[src/rtl/bist_pattern_ctrl.sv]
// BIST controller: drives LFSR stimulus into a subcircuit, compacts its one-bit
// response into a MISR signature and compares it against a golden value.
module bist_pattern_ctrl #(
   parameter int unsigned PAT_W      = 3,
   parameter int unsigned N_PATTERNS = 1000,
   parameter int unsigned LAT        = 4,
   parameter logic [15:0] SEED       = 16'h0001
) (
   input  logic             I1470_clk,
   input  logic             I1477_rst,
   input  logic             start,
   input  logic [15:0]      golden_sig,
   input  logic             resp_in,
   output logic [PAT_W-1:0] pat_out,
   output logic             busy,
   output logic             done,
   output logic             pass,
   output logic [15:0]      sig_out,
   output logic [15:0]      pat_count,
   output logic [1:0]       dbg_state
);

   typedef enum logic [1:0] {S_IDLE, S_RUN, S_FLUSH, S_DONE} state_t;

   localparam logic [15:0] L_SEED = (SEED == 16'h0000) ? 16'h0001 : SEED;
   localparam logic [16:0] L_N    = 17'(N_PATTERNS);
   localparam logic [16:0] L_LAT  = 17'(LAT);
   localparam logic [16:0] L_LAST = 17'(N_PATTERNS + LAT - 1);

   state_t      r_state;
   state_t      w_state_next;
   logic [15:0] r_lfsr;
   logic [15:0] r_misr;
   logic [15:0] r_pat_count;
   logic [15:0] r_cap_cnt;
   logic [16:0] r_cyc;
   logic        r_pass;
   logic        w_cap_en;
   logic        w_start_run;
   logic [15:0] w_lfsr_next;
   logic [15:0] w_misr_next;
   logic [15:0] w_misr_upd;

   assign w_start_run = start && ((r_state == S_IDLE) || (r_state == S_DONE));
   assign w_lfsr_next = {r_lfsr[14:0], r_lfsr[15] ^ r_lfsr[13] ^ r_lfsr[12] ^ r_lfsr[10]};
   assign w_misr_next = {r_misr[14:0], r_misr[15] ^ r_misr[13] ^ r_misr[12] ^ r_misr[10]}
                        ^ {15'b0, resp_in};
   assign w_misr_upd  = w_cap_en ? w_misr_next : r_misr;

   always_ff @(posedge I1470_clk or negedge I1477_rst) begin
      if (!I1477_rst) r_state <= S_IDLE;
      else            r_state <= w_state_next;
   end

   always_comb begin
      w_state_next = r_state;
      case (r_state)
         S_IDLE:  if (start) w_state_next = S_RUN;
         S_RUN:   if ({1'b0, r_pat_count} == L_N - 17'd1) w_state_next = S_FLUSH;
         S_FLUSH: if (r_cyc == L_LAST) w_state_next = S_DONE;
         S_DONE:  if (start) w_state_next = S_RUN;
         default: w_state_next = S_IDLE;
      endcase
   end

   // r_cyc indexes RUN+FLUSH as one timeline, so the capture window [LAT, LAT+N)
   // is correct even when N_PATTERNS < LAT and capture begins inside FLUSH.
   always_comb begin
      busy     = 1'b0;
      done     = 1'b0;
      pat_out  = '0;
      w_cap_en = 1'b0;
      case (r_state)
         S_RUN: begin
            busy     = 1'b1;
            pat_out  = r_lfsr[PAT_W-1:0];
            w_cap_en = (r_cyc >= L_LAT);
         end
         S_FLUSH: begin
            busy     = 1'b1;
            w_cap_en = (r_cyc >= L_LAT);
         end
         S_DONE:  done = 1'b1;
         default: ;
      endcase
      w_cap_en = w_cap_en && ({1'b0, r_cap_cnt} < L_N);
   end

   always_ff @(posedge I1470_clk or negedge I1477_rst) begin
      if (!I1477_rst) begin
         r_lfsr      <= L_SEED;
         r_misr      <= 16'h0000;
         r_pat_count <= 16'h0000;
         r_cap_cnt   <= 16'h0000;
         r_cyc       <= 17'd0;
         r_pass      <= 1'b0;
      end else if (w_start_run) begin
         r_lfsr      <= L_SEED;
         r_misr      <= 16'h0000;
         r_pat_count <= 16'h0000;
         r_cap_cnt   <= 16'h0000;
         r_cyc       <= 17'd0;
         r_pass      <= 1'b0;
      end else begin
         if (r_state == S_RUN) begin
            r_lfsr      <= w_lfsr_next;
            r_pat_count <= r_pat_count + 16'd1;
         end
         if ((r_state == S_RUN) || (r_state == S_FLUSH)) r_cyc <= r_cyc + 17'd1;
         if (w_cap_en) begin
            r_misr    <= w_misr_next;
            r_cap_cnt <= r_cap_cnt + 16'd1;
         end
         // The final capture lands on the same edge that enters DONE.
         if ((r_state == S_FLUSH) && (w_state_next == S_DONE))
            r_pass <= (w_misr_upd == golden_sig);
      end
   end

   assign pass      = r_pass;
   assign sig_out   = r_misr;
   assign pat_count = r_pat_count;
   assign dbg_state = r_state;

endmodule

[config.mk]
export PLATFORM = sky130hd
export DESIGN_NAME = bist_pattern_ctrl
export DESIGN_NICKNAME = d
export VERILOG_FILES = /design/src/rtl/bist_pattern_ctrl.sv
export SDC_FILE = /design/constraint.sdc
export NUM_CORES = 1
export LEC_CHECK = 0
export ABC_CLOCK_PERIOD_IN_PS = 3800
export CORE_UTILIZATION = 30
export DETAILED_ROUTE_END_ITERATION = 10
export DONT_BUFFER_PORTS = 1
export GPL_ROUTABILITY_DRIVEN = 0
export HOLD_SLACK_MARGIN = 0.15
export SYNTH_ARGS = -nofsm -noshare
export SYNTH_HDL_FRONTEND = slang
export SYNTH_SLANG_ARGS = --single-unit
[constraint.sdc]
create_clock -name I1470_clk -period 3.8 [get_ports I1470_clk]
set_clock_uncertainty 0.05 [all_clocks]
set_input_delay 0.19 -clock I1470_clk [delete_from_list [all_inputs] [get_ports I1470_clk]]
set_output_delay 0.19 -clock I1470_clk [all_outputs]
set_load 0.01 [all_outputs]
==> results of run 1 <==
==> worst max-delay path, stage by stage (launching register included) <==
cell and delay [ns]:
dfrtp_2 0.46, inv_1 0.06, ha_1 0.43, nor4_2 0.35, o211ai_2 0.23, or2_1 0.32
o211a_1 0.21, or4_1 0.50, dlygate4sd3_1 0.57, o31ai_1 0.25
==> cell families (layout without fill, tap and decap cells) <==
group                    count (synthesis)  count (layout)  share of synthesized area, %
AO/OA/AOI/OAI                           75              75                          10.4
AND/OR/NAND/NOR                        191             191                          21.3
XOR/XNOR                                44              44                          9.20
multiplexers                            20              20                          4.61
buffers and inverters                   42              47                          3.98
adder cells (fa/ha/maj)                  7               7                          2.02
flip-flops                              84              84                          48.5
==> metal layers <==
layer	vias up	GRT usage (%)	wire length [um]
li1	1592	-	-
met1	1641	18.6	4460
met2	93	21.8	4690
met3	16	3.90	571
met4	0	4.34	156
met5	-	0	0
==> cell type report <==
type                    count  area, um^2  area share [%]
flip-flops and latches     84        2100            43.2
multi-input cells         337        2060            42.3
clock buffers              11         243            4.98
well taps                 180         225            4.62
repair buffers             10         105            2.16
inverters                  22        82.6            1.69
clock inverters             4        50.0            1.03
==> timing repair <==
| item | in CTS | in global routing |
|---|---|---|
| hold endpoints to repair | 90 | 0 |
| resized for setup | 0 | 1 |
| hold buffers | 5 | 0 |
| setup endpoints to repair | 0 | 1 |
==> flip-flops by register name (all words and copies together), names as in the netlist <==
signal and flops:
r_cyc 17, pat_count 16, r_cap_cnt 16, r_lfsr 16
sig_out 16, dbg_state 2, pass 1
==> worst max-delay path by stage <==
stage / to / start / slack, ns / depth (start not counted)
after floorplan: pass$_DFFE_PN0P_ / dbg_state[0]$_DFF_PN0_ / 1.07 / 9
after global placement: pass$_DFFE_PN0P_ / dbg_state[0]$_DFF_PN0_ / 0.80 / 8
after detailed placement: pass$_DFFE_PN0P_ / dbg_state[0]$_DFF_PN0_ / 0.75 / 8
after CTS: pass$_DFFE_PN0P_ / dbg_state[0]$_DFF_PN0_ / 0.19 / 9
after global routing: pass$_DFFE_PN0P_ / dbg_state[0]$_DFF_PN0_ / 0.07 / 9
final: pass$_DFFE_PN0P_ / dbg_state[0]$_DFF_PN0_ / 0.26 / 9
==> power by group <==
part	total (mW)	switching (mW)	internal, mW	leakage, nW
Clock	0.875	0.352	0.523	0.138
Sequential	1.38	0.326	1.06	1.01
Combinational	0.545	0.271	0.274	1.11
==> per-stage QoR <==
step                utilization (%)  cells  instance area [um^2]  power [mW]
finish                         34.8    648                  4870        2.80
global route                   34.8    648                  4870        2.97
CTS                            34.8    648                  4870        2.82
global placement               32.3    628                  4510        1.89
detailed placement             32.3    628                  4510        1.90
floorplan                         -    463                  4340        1.74
==> cells in the final DEF, fill, tap and decap left out, types with 3 or more instances in the layout <==
master and instances:
a21oi_1 30, a31oi_1 3, and2_1 10, and3_1 5, and4_1 5, buf_4 5, clkbuf_16 9, dfrtp_1 82
dlygate4sd3_1 4, ha_1 7, inv_1 22, mux2i_1 20, nand2_1 61, nand3_1 19, nand4_1 14, nor2_1 49
nor3_1 6, nor4_1 6, o21ai_0 20, o31ai_1 8, or3_1 5, xnor2_1 15, xor2_1 28
==> results.md, run 1 <==
* RSZ-0062 raised after global routing: no
* Die area at between 10000 and 15000 um^2
* Crit path kind: reg2reg
* Vias in the first global route at 3257
* Remaining DRCs at 0
* Die X at 122 um
* Max Slew Vio Count at 0
* FF-to-FF Start: dbg_state[0]$_DFF_PN0_
* Worst setup SP type: register
* Synth Instances at 463
* Register area share after synthesis at 48.5%
* Synth cell count leaders: 83 x dfrtp_1, 61 x nand2_1, 49 x nor2_1
* CTS root buffer: clkbuf_16
* # IOs at 60
* Flop-to-flop setup slack at 0.26 ns
* First-pass GRT wire length at 16400 um
* Filler Cell Count at 1436
* YS warnings at 0
* Final Setup Violations at 0
* Required @ worst endpoint at 3.99 ns
* Pwr Density at 575 nW/um^2
* Largest area contributor in the synthesized netlist: dfrtp_1
* Clk Latency, worst-skew pair at 0.34 ns
* Syn nets at 490
* Reg2Reg Capture Point: pass$_DFFE_PN0P_
* Total Wirelength at 9880 um
* Crit end category: register
* Worst Hold Path Cells at 4
* Core area at 14000 um^2
* Layout cells sized above 1 at 5.98%
* Total track usage at 13.9%
* Synth top area share at around 48%
* Clock-pin slew on the worst setup and hold paths at about 0.06 ns
* DR WL/cell at 15.3 um
* Yosys reg bits at 84
* Hold Path End: dbg_state[0]$_DFF_PN0_
* Number of flops mapped to enable cells by yosys at 0
* H-tree lvl count at 3
* R2R depth at 9
* Leak at 2.26 nW
* Post-Syn Area at about 4300 um^2
* Clock buffer count from CTS at 9
* Starting Density at 31.0%
* GRT overflow at 0
* Final period utilization at between 90% and 100%
* Post-CTS Setup Inserts at 0
* Core Rows at 43
* Fmax at approximately 280 MHz
* Ant. Diodes at 0
* Mean post-synth cell area at about 9.4 um^2
* Hold Fails Final Rpt at 0
* Setup_tns at 0 ns
* Post-DRT Antenna Nets at 0
* Tmin final at between 3 and 4 ns
* TritonRoute pass-1 iters at 5
* Vias at 3342
* Top_reg_cell synth: dfrtp_1
* TritonCTS clock tree: done
* Clk buf depth at 2
* Clock sinks at 84
* Vias per inst at 5.16
* Hold WS at 0.181 ns
* Dpl ws at 0.749 ns
* Actual slew at the worst max-slew pin at 0.639 ns
* Maximum vdd drop at 0.203 mV
* Area growth syn-to-layout at 12.3%
* Iter 0 DRT Violations at 234
* Most common cell in the netlist: dfrtp_1
* Nets at 491
* Post-synth ARST share at 100%
* Max-cap viol count at 0
* Worst Path Arrival at 3.73 ns
* Largest net degree at the start of global routing at 85
* Hold_sp: start
* Hold Path Class: in2reg
* Outcome: completed
* Largest cells by area after synthesis: dfrtp_1 48%, xor2_1 5.7%, nand2_1 5.3%, mux2i_1 4.6%, nor2_1 4.2%
* Cell variety after synth at 45
* Initial antenna violation count at 0
* Final WS setup at 0.258 ns
* Slew margin rel. at 57.3%
* DP HPWL at 6760 um
* Buffers added on ports at 0
* Worst Path Max Fanout at 11
* Die Ht at roughly 120 um
(Power assumes the default switching activity.)
==> inputs of run 2 (changes only) <==
--- a/config.mk
+++ b/config.mk
@@ -5,12 +5,11 @@
 export SDC_FILE = /design/constraint.sdc
 export NUM_CORES = 1
 export LEC_CHECK = 0
-export ABC_CLOCK_PERIOD_IN_PS = 3800
+export ABC_CLOCK_PERIOD_IN_PS = 4150
 export CORE_UTILIZATION = 30
 export DETAILED_ROUTE_END_ITERATION = 10
 export DONT_BUFFER_PORTS = 1
 export GPL_ROUTABILITY_DRIVEN = 0
-export HOLD_SLACK_MARGIN = 0.15
 export SYNTH_ARGS = -nofsm -noshare
 export SYNTH_HDL_FRONTEND = slang
 export SYNTH_SLANG_ARGS = --single-unit
==> constraint.sdc (replaced) <==
create_clock -name I1470_clk -period 4.15 [get_ports I1470_clk]
set_clock_uncertainty 0.05 [all_clocks]
set_input_delay 0.2075 -clock I1470_clk [delete_from_list [all_inputs] [get_ports I1470_clk]]
set_output_delay 0.2075 -clock I1470_clk [all_outputs]
set_load 0.01 [all_outputs]
==> run 2 against run 1 <==
  * Sequential share of layout area grew 0.38 points
  * Critical path depth fell by 1
  * Global-route usage is 0.21 points higher
  * Flip-flop and latch count did not move
  * Sequential power fell by 8%
  * Largest power group unchanged
  * Final cell count is 0.31% lower
  * Utilization shrank 0.32 points
  * Worst setup slack better by 0.48 ns
==> results.md, run 2 (same netlist as run 1, synthesis figures left out) <==
* Crit end category: register
* Final total power at about 2.5 mW
* Vias in the first global route at 3205
* Fmax at 293 MHz
* Maximum vdd drop at 0.215 mV
* Pwr Density at 518 nW/um^2
* Hold Path Class: in2reg
* Dpl cell area at 4500 um^2
* Leak at 2.24 nW
* Worst Path Max Fanout at 25
* Nets at about 490
* Vias at roughly 3300
* First-pass GRT wire length at 16600 um
* Tmin final at 3.42 ns
* Final Setup Violations at 0
* Largest net degree at the start of global routing at 85
* Outcome: completed
* Initial antenna violation count at 0
* Core area at 14000 um^2
* Actual slew at the worst max-slew pin at 0.828 ns
* Max FFs per register at 17
* Max-cap viol count at 0
* Clk Latency, worst-skew pair at ~0.33 ns
* Core Rows at 43
* Starting Density at 31.0%
* Hold Fails Final Rpt at 0
* Commonest non-fill, non-tap cells in the layout: 83 x dfrtp_1, 61 x nand2_1, 49 x nor2_1, 30 x a21oi_1, 28 x xor2_1
* Commonest non-fill, non-tap cell in the layout: dfrtp_1
* CTS resizes at 0
* Cts hold-fix bufs at 3
* Area growth syn-to-layout at 11.3%
* Slew margin rel. at between 40% and 50%
* DR WL/cell at 15.3 um
* Required @ worst endpoint at 4.34 ns
* GRT overflow at 0
* Ant. Diodes at 0
* Clock-pin slew on the worst setup and hold paths at 0.06 ns
* Die area at 14900 um^2
* Hold WS at 0.0852 ns
* Max Slew Vio Count at 0
* Remaining DRCs at 0
* TritonRoute pass-1 iters at 4
* Post-CTS Setup Inserts at 0
* Clock buffer count from CTS at 9
* Clk buf depth at 2
* Post-DRT Antenna Nets at 0
* Total Wirelength at 9890 um
* Die X at around 120 um
* Setup_tns at 0 ns
* TritonCTS clock tree: done
* CTS root buffer: clkbuf_16
* Post-route cell area at 4830 um^2
* Crit path kind: reg2reg
* Clock sinks at between 80 and 90
* Worst setup SP type: register
* Worst Path Arrival at roughly 3.6 ns
* Buffers added on ports at 0
* DP HPWL at roughly 6800 um
* # IOs at 60
* H-tree lvl count at 3
* RSZ-0062 raised after global routing: no
* Iter 0 DRT Violations at approximately 160
* Vias per inst at 5.09
* Final period utilization at ~82%
* Layout cells sized above 1 at 6.01%
* Total track usage at 14.1%
* Die Ht at 122 um
* Top reg by flops: r_cyc
==> run 2: layout make-up <==
| type | count | area [um^2] |
|---|---|---|
| clock inverters | 7 | 51.3 |
| inverters | 22 | 82.6 |
| multi-input cells | 337 | 2060 |
| repair buffers | 7 | 77.6 |
| well taps | 180 | 225 |
| clock buffers | 9 | 225 |
| fillers | 1438 | 9160 |
| flip-flops and latches | 84 | 2100 |
==> run 2: worst paths after layout <==
kind	start	end	slack [ns]	cells after the start
max in group asynchronous	I1477_rst	r_lfsr[0]$_DFFE_PN1P_	3.27	2
setup reg to reg	dbg_state[0]$_DFF_PN0_	pass$_DFFE_PN0P_	0.73	8
setup / recovery	dbg_state[0]$_DFF_PN0_	pass$_DFFE_PN0P_	0.73	8
hold reg to reg	r_cap_cnt[15]$_DFFE_PN0P_	r_cap_cnt[15]$_DFFE_PN0P_	0.44	1
min in group asynchronous	I1477_rst	r_cap_cnt[8]$_DFFE_PN0P_	0.38	2
hold / removal	start	r_cyc[0]$_DFFE_PN0P_	0.09	3
==> run 2: report_power, final <==
| group | total, mW | internal, mW | switching (mW) |
|---|---|---|---|
| registers | 1.27 | 0.967 | 0.300 |
| clock network | 0.744 | 0.408 | 0.335 |
| logic | 0.491 | 0.244 | 0.246 |
==> run 2: critical path, cell delays in order, from the launching register on <==
cell and delay, ns:
dfrtp_1 0.52, inv_1 0.09, ha_1 0.44, nor4_2 0.35
o211ai_2 0.23, or2_1 0.56, o211a_1 0.33, or4_1 0.51
o31ai_1 0.24
==> run 2: per-stage QoR <==
| stage | instances | util [%] | worst slack, ns |
|---|---|---|---|
| final | 646 | 34.5 | 0.735 |
| after global routing | 646 | 34.5 | 0.468 |
| after CTS | 646 | 34.5 | 0.713 |
| after detailed placement | 627 | 32.2 | 0.728 |
| after global placement | 627 | 32.2 | 0.807 |
| after floorplan | 463 | - | 1.42 |
==> run 2: metal layers <==
metal	vias to the layer above	routed length (um)	track usage [%]
li1	1589	-	-
met1	1610	4480	18.3
met4	0	169	4.80
met5	-	0	0
met3	19	471	3.49
met2	72	4770	22.9
==> inputs of run 3 (changes only) <==
--- a/config.mk
+++ b/config.mk
@@ -5,7 +5,8 @@
 export SDC_FILE = /design/constraint.sdc
 export NUM_CORES = 1
 export LEC_CHECK = 0
-export ABC_CLOCK_PERIOD_IN_PS = 4150
+export ABC_AREA = 1
+export ABC_CLOCK_PERIOD_IN_PS = 3500
 export CORE_UTILIZATION = 30
 export DETAILED_ROUTE_END_ITERATION = 10
 export DONT_BUFFER_PORTS = 1
==> constraint.sdc (replaced) <==
create_clock -name I1470_clk -period 3.5 [get_ports I1470_clk]
set_clock_uncertainty 0.05 [all_clocks]
set_input_delay 0.175 -clock I1470_clk [delete_from_list [all_inputs] [get_ports I1470_clk]]
set_output_delay 0.175 -clock I1470_clk [all_outputs]
set_load 0.01 [all_outputs]
==> run 3 against run 2 <==
  * Final area rose by 5.2%
  * Final cell count is 24% higher
  * Synthesized area grew 4.0%
  * Register-to-register slack lost 0.03 ns
  * Worst hold slack improved by 0.060 ns
  * Synthesized cell count up 32%
  * Global-route usage decreased by 0.33 points
  * Utilization rose by 0.30 points
  * Critical endpoint unchanged
  * Highest routed layer unchanged
==> results.md, run 3 <==
* Largest area contributor in the synthesized netlist: dfrtp_1
* Reg2Reg Capture Point: pass$_DFFE_PN0P_
* H-tree lvl count at 3
* Final WS setup at 0.708 ns
* YS warnings at 0
* FF-to-FF Start: dbg_state[0]$_DFF_PN0_
* Slowest cell on crit path: dfrtp_1
* Post-synth ARST share at between 90% and 100%
* Starting Density at 30.9%
* Synth Instances at about 600
* Worst path bufs/invs at 2
* Largest net degree at the start of global routing at 85
* DP HPWL at 6800 um
* Cell variety after synth at 35
* Worst Path Arrival at 3.01 ns
* Most common cell in the netlist: nand2_1
* Clk Latency, worst-skew pair at 0.34 ns
* CTS resizes at 0
* R2R depth at 17
* Register area share after synthesis at between 40% and 50%
* Maximum vdd drop at 0.296 mV
* Biggest cell delay along the critical path at 0.47 ns
* Largest cells by area after synthesis: dfrtp_1 46%, nand2_1 11%, inv_1 7.3%, nand3_1 7.1%, nor2_1 6.7%
* Nets at 638
* Final Setup Violations at 0
* Flop-to-flop setup slack at 0.71 ns
* Max FFs per register at 17
* Commonest non-fill, non-tap cell in the layout: nand2_1
* Ant. Diodes at 0
* Pwr Density at around 700 nW/um^2
* RSZ-0062 raised after global routing: no
* Commonest non-fill, non-tap cells in the layout: 137 x nand2_1, 88 x inv_1, 83 x dfrtp_1, 81 x nor2_1, 64 x nand3_1
* Hold Path Class: in2reg
* Remaining DRCs at 0
* First-pass GRT wire length at approximately 17000 um
* Die area at 15500 um^2
* TritonCTS clock tree: done
* Die Ht at 125 um
* Post-Syn Area at 4510 um^2
* Top reg by flops: r_cyc
* Layout cells sized above 1 at under 10%
* Leak at 2.50 nW
* Worst Setup EP: pass$_DFFE_PN0P_
* Crit end category: register
* TritonRoute pass-1 iters at 4
* Clock buffer count from CTS at 9
* Slew margin rel. at 63.9%
* Iter 0 DRT Violations at 246
* GRT overflow at 0
* Fmax at 358 MHz
* Critical Path Start: dbg_state[0]$_DFF_PN0_
* Outcome: completed
* Synth cell count leaders: 137 x nand2_1, 88 x inv_1, 83 x dfrtp_1
* Hold Fails Final Rpt at 0
* Dpl ws at 0.674 ns
* Post-route cell area at 5080 um^2
* Synth top area share at 46.1%
* Vias at between 3000 and 4000
* Clock-pin slew on the worst setup and hold paths at roughly 0.070 ns
* Max-cap viol count at 0
* # IOs at 60
* CTS root buffer: clkbuf_16
* Crit path depth at 17
* Mean post-synth cell area at 7.39 um^2
* Worst setup SP type: register
* Required @ worst endpoint at between 3 and 4 ns
* Final period utilization at 79.8%
* Setup_tns at 0 ns
* Top_reg_cell synth: dfrtp_1
* Max Slew Vio Count at 0
* Vias per inst at 4.61
* Number of flops mapped to enable cells by yosys at 0
* Placed insts at slightly below 800
* Yosys reg bits at 84
* Critical path's most frequent cell: nand2_1
* Clk buf depth at 2
* Vias in the first global route at 3468
* Initial antenna violation count at 0
* Core Rows at 44
* Syn nets at roughly 640
* Total track usage at 13.8%
* Core area at between 10000 and 15000 um^2
* Non-filler cells, final at 800
* Crit path max-delay family: simple AND/OR/NAND/NOR gates
* Actual slew at the worst max-slew pin at approximately 0.54 ns
* Area growth syn-to-layout at 12.7%
* Dpl cell area at 4680 um^2
* Crit path cell chain: inv_1 > ha_1 > nor2_1 > nand2_1 > nor2_1 > nand2_1 > inv_2 > nand2_4 > nand2_1 > nand2_1 > nand2_1 > nand2_1 > nor2_1 > nand2_1 > nor2_1 > nand2_1 > a21oi_1
* Tmin final at 2.79 ns
* Die X at 125 um
* Post-DRT Antenna Nets at 0
* Worst Path Max Fanout at 28
* Buffers added on ports at 0
* DR WL/cell at 12.7 um
* Crit path kind: reg2reg
* Total Wirelength at 10100 um
* Filler Cell Count at ~1500
* Clock sinks at 84
-- run 3: repair_timing --
item | 4_1_cts | 5_1_grt
buffers inserted | 0 | 0
hold endpoints to repair | 86 | 0
hold buffers | 3 | 0
-- run 3: cell families (layout without fill, tap and decap cells) --
kind of cell,Yosys count,in the layout,synth area share [%]
adder cells (fa/ha/maj),7,7,1.94
AO/OA/AOI/OAI,81,81,9.27
flip-flops,84,84,46.6
XOR/XNOR,5,5,0.971
AND/OR/NAND/NOR,325,325,31.7
buffers and inverters,108,114,9.46
-- run 3: worst min path at each step --
stage	cells past startpoint	slack, ns	endpoint	startpoint
floorplan	0	-0.17	dbg_state[0]$_DFF_PN0_	I1477_rst
finish	7	0.14	pass$_DFFE_PN0P_	golden_sig[0]
CTS	7	0.14	pass$_DFFE_PN0P_	golden_sig[0]
detailed placement	0	-0.17	pat_count[8]$_DFFE_PN0P_	I1477_rst
global placement	0	-0.17	pat_count[8]$_DFFE_PN0P_	I1477_rst
global route	7	0.16	pass$_DFFE_PN0P_	golden_sig[0]
-- run 3: area by class of cell --
| cell class | count | area (um^2) | area share (%) |
|---|---|---|---|
| Sequential cell | 84 | 2100 | 41.4 |
| Timing Repair Buffer | 7 | 77.6 | 1.53 |
| Tap cell | 184 | 230 | 4.53 |
| Multi-Input combinational cell | 418 | 1980 | 39.0 |
| Clock inverter | 7 | 123 | 2.41 |
| Inverter | 91 | 342 | 6.72 |
| Clock buffer | 9 | 225 | 4.43 |
-- run 3: worst min-delay path, delay by kind of cell --
family / cells / cell delay, ns
AO/OA/AOI/OAI: 1 / 0.05
AND/OR/NAND/NOR: 6 / 0.26
-- run 3: power by group --
group | switching, mW | internal, mW
Clock | 0.416 | 0.703
Combinational | 0.832 | 0.339
Sequential | 0.141 | 1.14
Total | 1.39 | 2.18
-- run 3: metrics by stage --
step / util, % / hold slack (ns) / total power [mW]
2_1_floorplan: - / -0.171 / 2.20
3_3_place_gp: 32.1 / -0.168 / 2.44
3_5_place_dp: 32.1 / -0.168 / 2.46
4_1_cts: 34.8 / 0.140 / 3.63
5_1_grt: 34.8 / 0.159 / 3.84
6_report: 34.8 / 0.145 / 3.57
-- run 3: layer usage --
layer,wire length (um),global-route usage (%),share of wire [%],vias up
met2,4610,21.8,46,45
met3,372,3.74,3.7,7
met5,0,0,0,-
li1,-,-,-,1948
met1,5040,18.4,50,1691
met4,94,4.11,0.93,0
